===== config.mk =====
export PLATFORM = sky130hd
export DESIGN_NAME = spi_slave_shift_engine
export DESIGN_NICKNAME = d
export VERILOG_FILES = /design/src/rtl/spi_slave_shift_engine.sv
export SDC_FILE = /design/constraint.sdc
export NUM_CORES = 1
export LEC_CHECK = 0
export CAP_MARGIN = 20
export CORE_ASPECT_RATIO = 1.5
export CORE_MARGIN = 4
export CORE_UTILIZATION = 48
export DETAILED_ROUTE_END_ITERATION = 6
export GPL_ROUTABILITY_DRIVEN = 0
export HOLD_SLACK_MARGIN = 0.12
export PLACE_DENSITY = 0.73
export REMOVE_ABC_BUFFERS = 1
export SLEW_MARGIN = 20
export SYNTH_ARGS = -nofsm -noshare
export SYNTH_HDL_FRONTEND = slang
export SYNTH_SLANG_ARGS = --single-unit

===== constraint.sdc =====
create_clock -name pclk -period 3 [get_ports pclk]
set_clock_uncertainty 0.2 [all_clocks]
set_input_delay 0.6 -clock pclk [delete_from_list [all_inputs] [get_ports pclk]]
set_output_delay 0.6 -clock pclk [all_outputs]
set_load 0.01 [all_outputs]

===== src/rtl/spi_slave_shift_engine.sv =====
`timescale 1ns/1ps
// spi_slave_shift_engine
//   SPI slave serializer/deserializer. sclk, cs_n and mosi0 are oversampled
//   in the pclk domain. Supports all four CPOL/CPHA modes, MSB/LSB-first
//   ordering and back-to-back words while cs_n stays low.
//
//   Optional feature macro: SPI_SLAVE_IN_SYNC_EN adds a two-flop synchronizer
//   ahead of the input register (pin latencies +2 pclk, sclk period >= 6 pclk).
//   Without it, sclk period must be >= 4 pclk.
//
// Ports:
//   pclk, areset          clock, synchronous active-high reset
//   cs_n, sclk, mosi0     SPI pins (inputs)
//   miso0, miso_oe        SPI slave data out and its output enable
//   cpol, cpha, lsb_first mode configuration, latched at cs_n assertion
//   tx_data/valid/ready   transmit word handshake (tx_ready = consume pulse)
//   rx_data/valid/ready   receive word handshake (rx_valid held until ready)
//   tx_underrun           sticky: word load with tx_valid low
//   rx_overrun            sticky: word done while rx_valid && !rx_ready
//   clr_err               clears both sticky flags (wins over a same-cycle set)
module spi_slave_shift_engine #(
    parameter int DATA_WIDTH = 8,
    parameter int CNT_W      = $clog2(DATA_WIDTH + 1)
) (
    input  logic                  pclk,
    input  logic                  areset,
    input  logic                  cs_n,
    input  logic                  sclk,
    input  logic                  mosi0,
    output logic                  miso0,
    output logic                  miso_oe,
    input  logic                  cpol,
    input  logic                  cpha,
    input  logic                  lsb_first,
    input  logic [DATA_WIDTH-1:0] tx_data,
    input  logic                  tx_valid,
    output logic                  tx_ready,
    output logic [DATA_WIDTH-1:0] rx_data,
    output logic                  rx_valid,
    input  logic                  rx_ready,
    output logic                  tx_underrun,
    output logic                  rx_overrun,
    input  logic                  clr_err
);

    localparam logic [CNT_W-1:0] LAST_BIT = CNT_W'(DATA_WIDTH - 1);

    typedef enum logic {
        ST_IDLE,
        ST_ACTIVE
    } state_t;

    state_t state, state_nxt;

    // ------------------------------------------------------------------
    // Input stage
    // ------------------------------------------------------------------
    logic [2:0] pins_in;

`ifdef SPI_SLAVE_IN_SYNC_EN
    logic [2:0] sync1, sync2;

    always_ff @(posedge pclk) begin
        if (areset) begin
            sync1 <= '0;
            sync2 <= '0;
        end else begin
            sync1 <= {sclk, cs_n, mosi0};
            sync2 <= sync1;
        end
    end

    assign pins_in = sync2;
`else
    assign pins_in = {sclk, cs_n, mosi0};
`endif

    logic sclk_q, cs_n_q, mosi_q;
    logic sclk_prev, cs_prev;
    logic sclk_rise_r, sclk_fall_r, cs_fall_r, cs_rise_r, mosi_r;

    // Edge pulses are registered; mosi_r is delayed alongside so the
    // captured bit lines up with the sclk sample that produced the pulse.
    always_ff @(posedge pclk) begin
        if (areset) begin
            sclk_q      <= 1'b0;
            cs_n_q      <= 1'b0;
            mosi_q      <= 1'b0;
            sclk_prev   <= 1'b0;
            cs_prev     <= 1'b0;
            sclk_rise_r <= 1'b0;
            sclk_fall_r <= 1'b0;
            cs_fall_r   <= 1'b0;
            cs_rise_r   <= 1'b0;
            mosi_r      <= 1'b0;
        end else begin
            {sclk_q, cs_n_q, mosi_q} <= pins_in;
            sclk_prev   <= sclk_q;
            cs_prev     <= cs_n_q;
            sclk_rise_r <= sclk_q & ~sclk_prev;
            sclk_fall_r <= ~sclk_q & sclk_prev;
            cs_fall_r   <= ~cs_n_q & cs_prev;
            cs_rise_r   <= cs_n_q & ~cs_prev;
            mosi_r      <= mosi_q;
        end
    end

    // ------------------------------------------------------------------
    // Latched configuration and datapath state
    // ------------------------------------------------------------------
    logic                  cpol_l, cpha_l, lsb_l;
    logic [DATA_WIDTH-1:0] tx_sr, rx_sr, rx_next;
    logic [CNT_W-1:0]      bit_cnt;
    logic                  skip_drive;

    logic lead_e, trail_e;
    logic do_load, sample_en, drive_en, word_done;

    // ------------------------------------------------------------------
    // FSM: state register
    // ------------------------------------------------------------------
    always_ff @(posedge pclk) begin
        if (areset) begin
            state <= ST_IDLE;
        end else begin
            state <= state_nxt;
        end
    end

    // ------------------------------------------------------------------
    // FSM: next state, datapath strobes and outputs
    // ------------------------------------------------------------------
    always_comb begin
        state_nxt = state;
        do_load   = 1'b0;
        sample_en = 1'b0;
        drive_en  = 1'b0;
        word_done = 1'b0;
        miso_oe   = 1'b0;
        miso0     = 1'b0;
        tx_ready  = 1'b0;

        lead_e  = cpol_l ? sclk_fall_r : sclk_rise_r;
        trail_e = cpol_l ? sclk_rise_r : sclk_fall_r;

        case (state)
            ST_IDLE: begin
                if (cs_fall_r) begin
                    state_nxt = ST_ACTIVE;
                    do_load   = 1'b1;
                end
            end
            ST_ACTIVE: begin
                miso_oe = 1'b1;
                miso0   = lsb_l ? tx_sr[0] : tx_sr[DATA_WIDTH-1];
                // Deselect takes priority over a coincident sclk edge.
                if (cs_rise_r) begin
                    state_nxt = ST_IDLE;
                end else begin
                    sample_en = cpha_l ? trail_e : lead_e;
                    drive_en  = cpha_l ? lead_e : trail_e;
                    if (sample_en && (bit_cnt == LAST_BIT)) begin
                        word_done = 1'b1;
                        do_load   = 1'b1;
                    end
                end
            end
            default: state_nxt = ST_IDLE;
        endcase

        tx_ready = do_load & tx_valid;
    end

    always_comb begin
        rx_next = '0;
        if (lsb_l) begin
            rx_next = {mosi_r, rx_sr[DATA_WIDTH-1:1]};
        end else begin
            rx_next = {rx_sr[DATA_WIDTH-2:0], mosi_r};
        end
    end

    // ------------------------------------------------------------------
    // Datapath
    // ------------------------------------------------------------------
    // skip_drive suppresses the first drive edge after a load whenever that
    // edge would otherwise shift out bit 0 before the master has sampled it:
    // after a cs_n-fall load with cpha=1, and after every back-to-back load.
    always_ff @(posedge pclk) begin
        if (areset) begin
            cpol_l      <= 1'b0;
            cpha_l      <= 1'b0;
            lsb_l       <= 1'b0;
            tx_sr       <= '0;
            rx_sr       <= '0;
            bit_cnt     <= '0;
            skip_drive  <= 1'b0;
            rx_data     <= '0;
            rx_valid    <= 1'b0;
            tx_underrun <= 1'b0;
            rx_overrun  <= 1'b0;
        end else begin
            if ((state == ST_IDLE) && cs_fall_r) begin
                cpol_l  <= cpol;
                cpha_l  <= cpha;
                lsb_l   <= lsb_first;
                bit_cnt <= '0;
                rx_sr   <= '0;
            end

            if (do_load) begin
                tx_sr      <= tx_valid ? tx_data : '0;
                skip_drive <= (state == ST_IDLE) ? cpha : 1'b1;
            end else if (drive_en) begin
                if (skip_drive) begin
                    skip_drive <= 1'b0;
                end else if (lsb_l) begin
                    tx_sr <= {1'b0, tx_sr[DATA_WIDTH-1:1]};
                end else begin
                    tx_sr <= {tx_sr[DATA_WIDTH-2:0], 1'b0};
                end
            end

            if (sample_en) begin
                rx_sr   <= rx_next;
                bit_cnt <= word_done ? '0 : bit_cnt + CNT_W'(1);
            end

            if (word_done) begin
                rx_data  <= rx_next;
                rx_valid <= 1'b1;
            end else if (rx_valid && rx_ready) begin
                rx_valid <= 1'b0;
            end

            if (clr_err) begin
                tx_underrun <= 1'b0;
            end else if (do_load && !tx_valid) begin
                tx_underrun <= 1'b1;
            end

            if (clr_err) begin
                rx_overrun <= 1'b0;
            end else if (word_done && rx_valid && !rx_ready) begin
                rx_overrun <= 1'b1;
            end
        end
    end

endmodule

==> run_results.csv <==
group,metric,value,unit
outcome,outcome,"completed",
detailed_routing,routed_wl,4360,um
placed_design,io_buffers,32,
clock_tree,ctsResizeCount,0,
placed_design,post-place-ws,0.412,ns
synthesis,syn_avg_cell_area,9.17,um2
synthesis,synth_top_area_share,46.3,%
worst_setup_path,endpoint_kind,"output port",
synthesis,yosysUniqueCellTypes,33,
final_layout,multi_input_area,978,um2
clock_tree,cts_root_buf,"clkbuf_8",
worst_hold_path,holdPathStages,1,
final_layout,utilization,61.7,%
worst_setup_path,start_kind,"flip-flop",
synthesis,yosysTopAreaCell,"dfxtp_1",
power,p_seq_share,54.9,%
timing,drv_slew,0,
clock_tree,clkTransAtPathRegs,0.08,ns
grt,grt_usage,18.6,%
worst_setup_path,startpoint,"state",
power,power.share.clock,39.6,%
floorplan,dieWidth,60.6,um
power,swShare,20.8,%
grt,grt_pass1_vias,1627,
worst_setup_path,path_cells,"nand3b_1 -> mux2i_1 -> nand2_1 -> a21oi_1 -> clkdlybuf4s50_1",
grt,grt_max_degree,34,
worst_setup_path,slowest_stage,"clkdlybuf4s50_1",
timing,fin_crit,2.79,ns
power,p_leak,0.939,nW
worst_hold_path,min_from,"sclk_prev",
synthesis,synthTopCellsByArea,"dfxtp_1 (46%), mux2_2 (8.5%), a21oi_1 (6.5%)",
timing,slew_headroom,52.0,%
floorplan,coreArea,3990,um2
floorplan,dieArea,5260,um2
timing,hold_ws,0.204,ns
flow_run,cap_violations,0,
detailed_routing,first_iter_violations,61,
clock_tree,cts_buffers,5,
grt,antenna_found_initial,0,
synthesis,synthCells,217,
worst_setup_path,critPathKind,"reg -> out",
floorplan,dieHeight,86.9,um
final_layout,drive_above_1_share,12.9,%
worst_setup_path,crit_fanout,9,
grt,grt_pass1_wl,7350,um
worst_setup_path,cpPeakStageDelay,0.55,ns
timing,finalCritPeriodShare,93.0,%
worst_setup_path,reg2reg_slack,0.78,ns
worst_setup_path,r2r_cells,5,
floorplan,initial_utilization,49.8,%
clock_tree,htreeDepth,2,
worst_setup_path,reg2reg_to,"tx_sr[5]",
floorplan,rows,28,
clock_tree,cts.path.max_buffers,2,
timing,fmax,358,MHz
worst_hold_path,hold_path_end,"sclk_rise_r",
clock_tree,clkLatencyLatePin,0.30,ns
worst_setup_path,cp.required,2.20,ns
worst_setup_path,r2r_start,"bit_cnt[0]",
final_layout,seq_area,921,um2
synthesis,ys_seq_area_share,46.3,%
detailed_routing,post_drt_wl_per_cell,14.8,um
final_layout,fillers,345,
clock_tree,cts.sinks,46,
final_layout,antenna_cells,0,
timing,setup_slack,0.210,ns
worst_hold_path,min_path_type,"reg -> reg",
grt,overflow,0,
detailed_routing,vias,1635,
power,p_comb_share,5.6,%
final_layout,area.growth.synth_to_final,23.8,%
power,netSwitchingPower,0.237,mW
detailed_routing,drc_errors,0,
placed_design,hpwl,2930,um
detailed_routing,avgViaCountPerCell,5.56,
timing,rsz0062_at_grt,"no",
power,power_density,461,nW/um2
synthesis,synth_area,1990,um2
timing,hold_viol_final,0,
detailed_routing,firstDrtPassIters,4,
timing,tns,0,ns
power,p_int,0.900,mW
timing,worst_slew_pin_slew,0.707,ns
worst_setup_path,crit_arrival,1.99,ns
floorplan,pin_count,33,
power,vdd_ir_drop_max,0.349,mV
clock_tree,post_cts_buffers,0,
worst_setup_path,cp_top_family,"buffers and inverters",
timing,setup_viol,0,
synthesis,ys_ff_latch,46,
detailed_routing,drtAntennaViolNets,0,
final_layout,layout.nets,268,
clock_tree,ctsHoldBuffers,0,
worst_setup_path,crit_buf_inv,1,
clock_tree,tritoncts,"built",
synthesis,ys_warn_count,0,
final cells by class:
cell class	instances	area share [%]
Timing Repair Buffer	38	14.8
Inverter	9	1.37
Tap cell	45	2.29
Clock inverter	3	1.63
Multi-Input combinational cell	148	39.7
Clock buffer	5	2.79
Sequential cell	46	37.4
cell families (layout without fill, tap and decap cells):
logic type	count (synthesis)	after routing	share of synthesized area (%)
fa+ha+maj	1	1	0.628
mux	28	28	15.5
buf+inv	23	55	4.59
xor+xnor	1	1	0.817
flops	46	46	46.3
simple gates	76	76	20.4
compound gates	42	42	11.8
worst max-delay path by stage:
stage,cells after the start,slack (ns),to
global placement,4,0.43,tx_ready
finish,5,0.21,tx_ready
detailed placement,4,0.41,tx_ready
global route,5,0.005,tx_ready
floorplan,4,0.19,tx_ready
CTS,5,0.20,tx_ready
cells in the mapped netlist, drive strengths merged:
| cell type | count |
|---|---|
| a211oi | 1 |
| nor4bb | 2 |
| o21a | 1 |
| and3b | 1 |
| mux2i | 12 |
| xnor2 | 1 |
| nor3 | 17 |
| o21ai | 3 |
| buf | 7 |
| mux2 | 16 |
| nand2 | 15 |
| nand2b | 3 |
| nor2 | 4 |
| nand3 | 14 |
| a31oi | 1 |
| and2 | 1 |
| inv | 9 |
| or3 | 2 |
| nor3b | 2 |
| a311oi | 1 |
| or4 | 1 |
| o22ai | 8 |
| a21oi | 26 |
| nand3b | 3 |
| nor2b | 11 |
| o32a | 1 |
| ha | 1 |
| clkbuf | 7 |
| dfxtp | 46 |
stage by stage:
stage               instances  power, mW  instance area, um2
floorplan                 203      0.660                1930
finish                    294       1.14                2460
detailed placement        286      0.701                2350
global route              294       1.19                2460
CTS                       294       1.15                2460
global placement          286      0.701                2350
routing by layer:
| metal | GRT usage (%) | share of wire (%) | up-vias |
|---|---|---|---|
| met2 | 31.1 | 49 | 37 |
| met1 | 22.5 | 44 | 763 |
| met4 | 8.09 | 2.3 | 0 |
| li1 | - | - | 827 |
| met5 | 0 | 0 | - |
| met3 | 4.01 | 3.9 | 8 |
sequential cells by signal, summed over array words and instances (netlist names), 4 cells and up:
signal	cells
bit_cnt	4
rx_data	8
tx_sr	8
rx_sr	8
cells in the final DEF (no fill, tap or decap), types with 2 or more instances in the layout:
master,count
nand2_1,15
nor2_1,4
nand3_1,14
o22ai_1,8
clkdlybuf4s50_1,32
clkbuf_8,5
nor3b_1,2
o21ai_0,2
mux2_2,15
nor3_1,17
nor4bb_1,2
a21oi_1,26
clkinv_2,2
buf_4,6
nand3b_1,3
nand2b_1,3
or3_1,2
dfxtp_1,46
nor2b_1,11
inv_1,9
mux2i_1,11
power groups by stage:
stage,logic (mW),clock network [mW],registers (mW)
2_1_floorplan,0.0220,0,0.638
3_5_place_dp,0.0633,0,0.638
4_1_cts,0.0635,0.465,0.623
6_report,0.0634,0.449,0.623
5_1_grt,0.0689,0.497,0.625
3_3_place_gp,0.0632,0,0.638
Note: power is estimated with default switching activity, not from simulation.
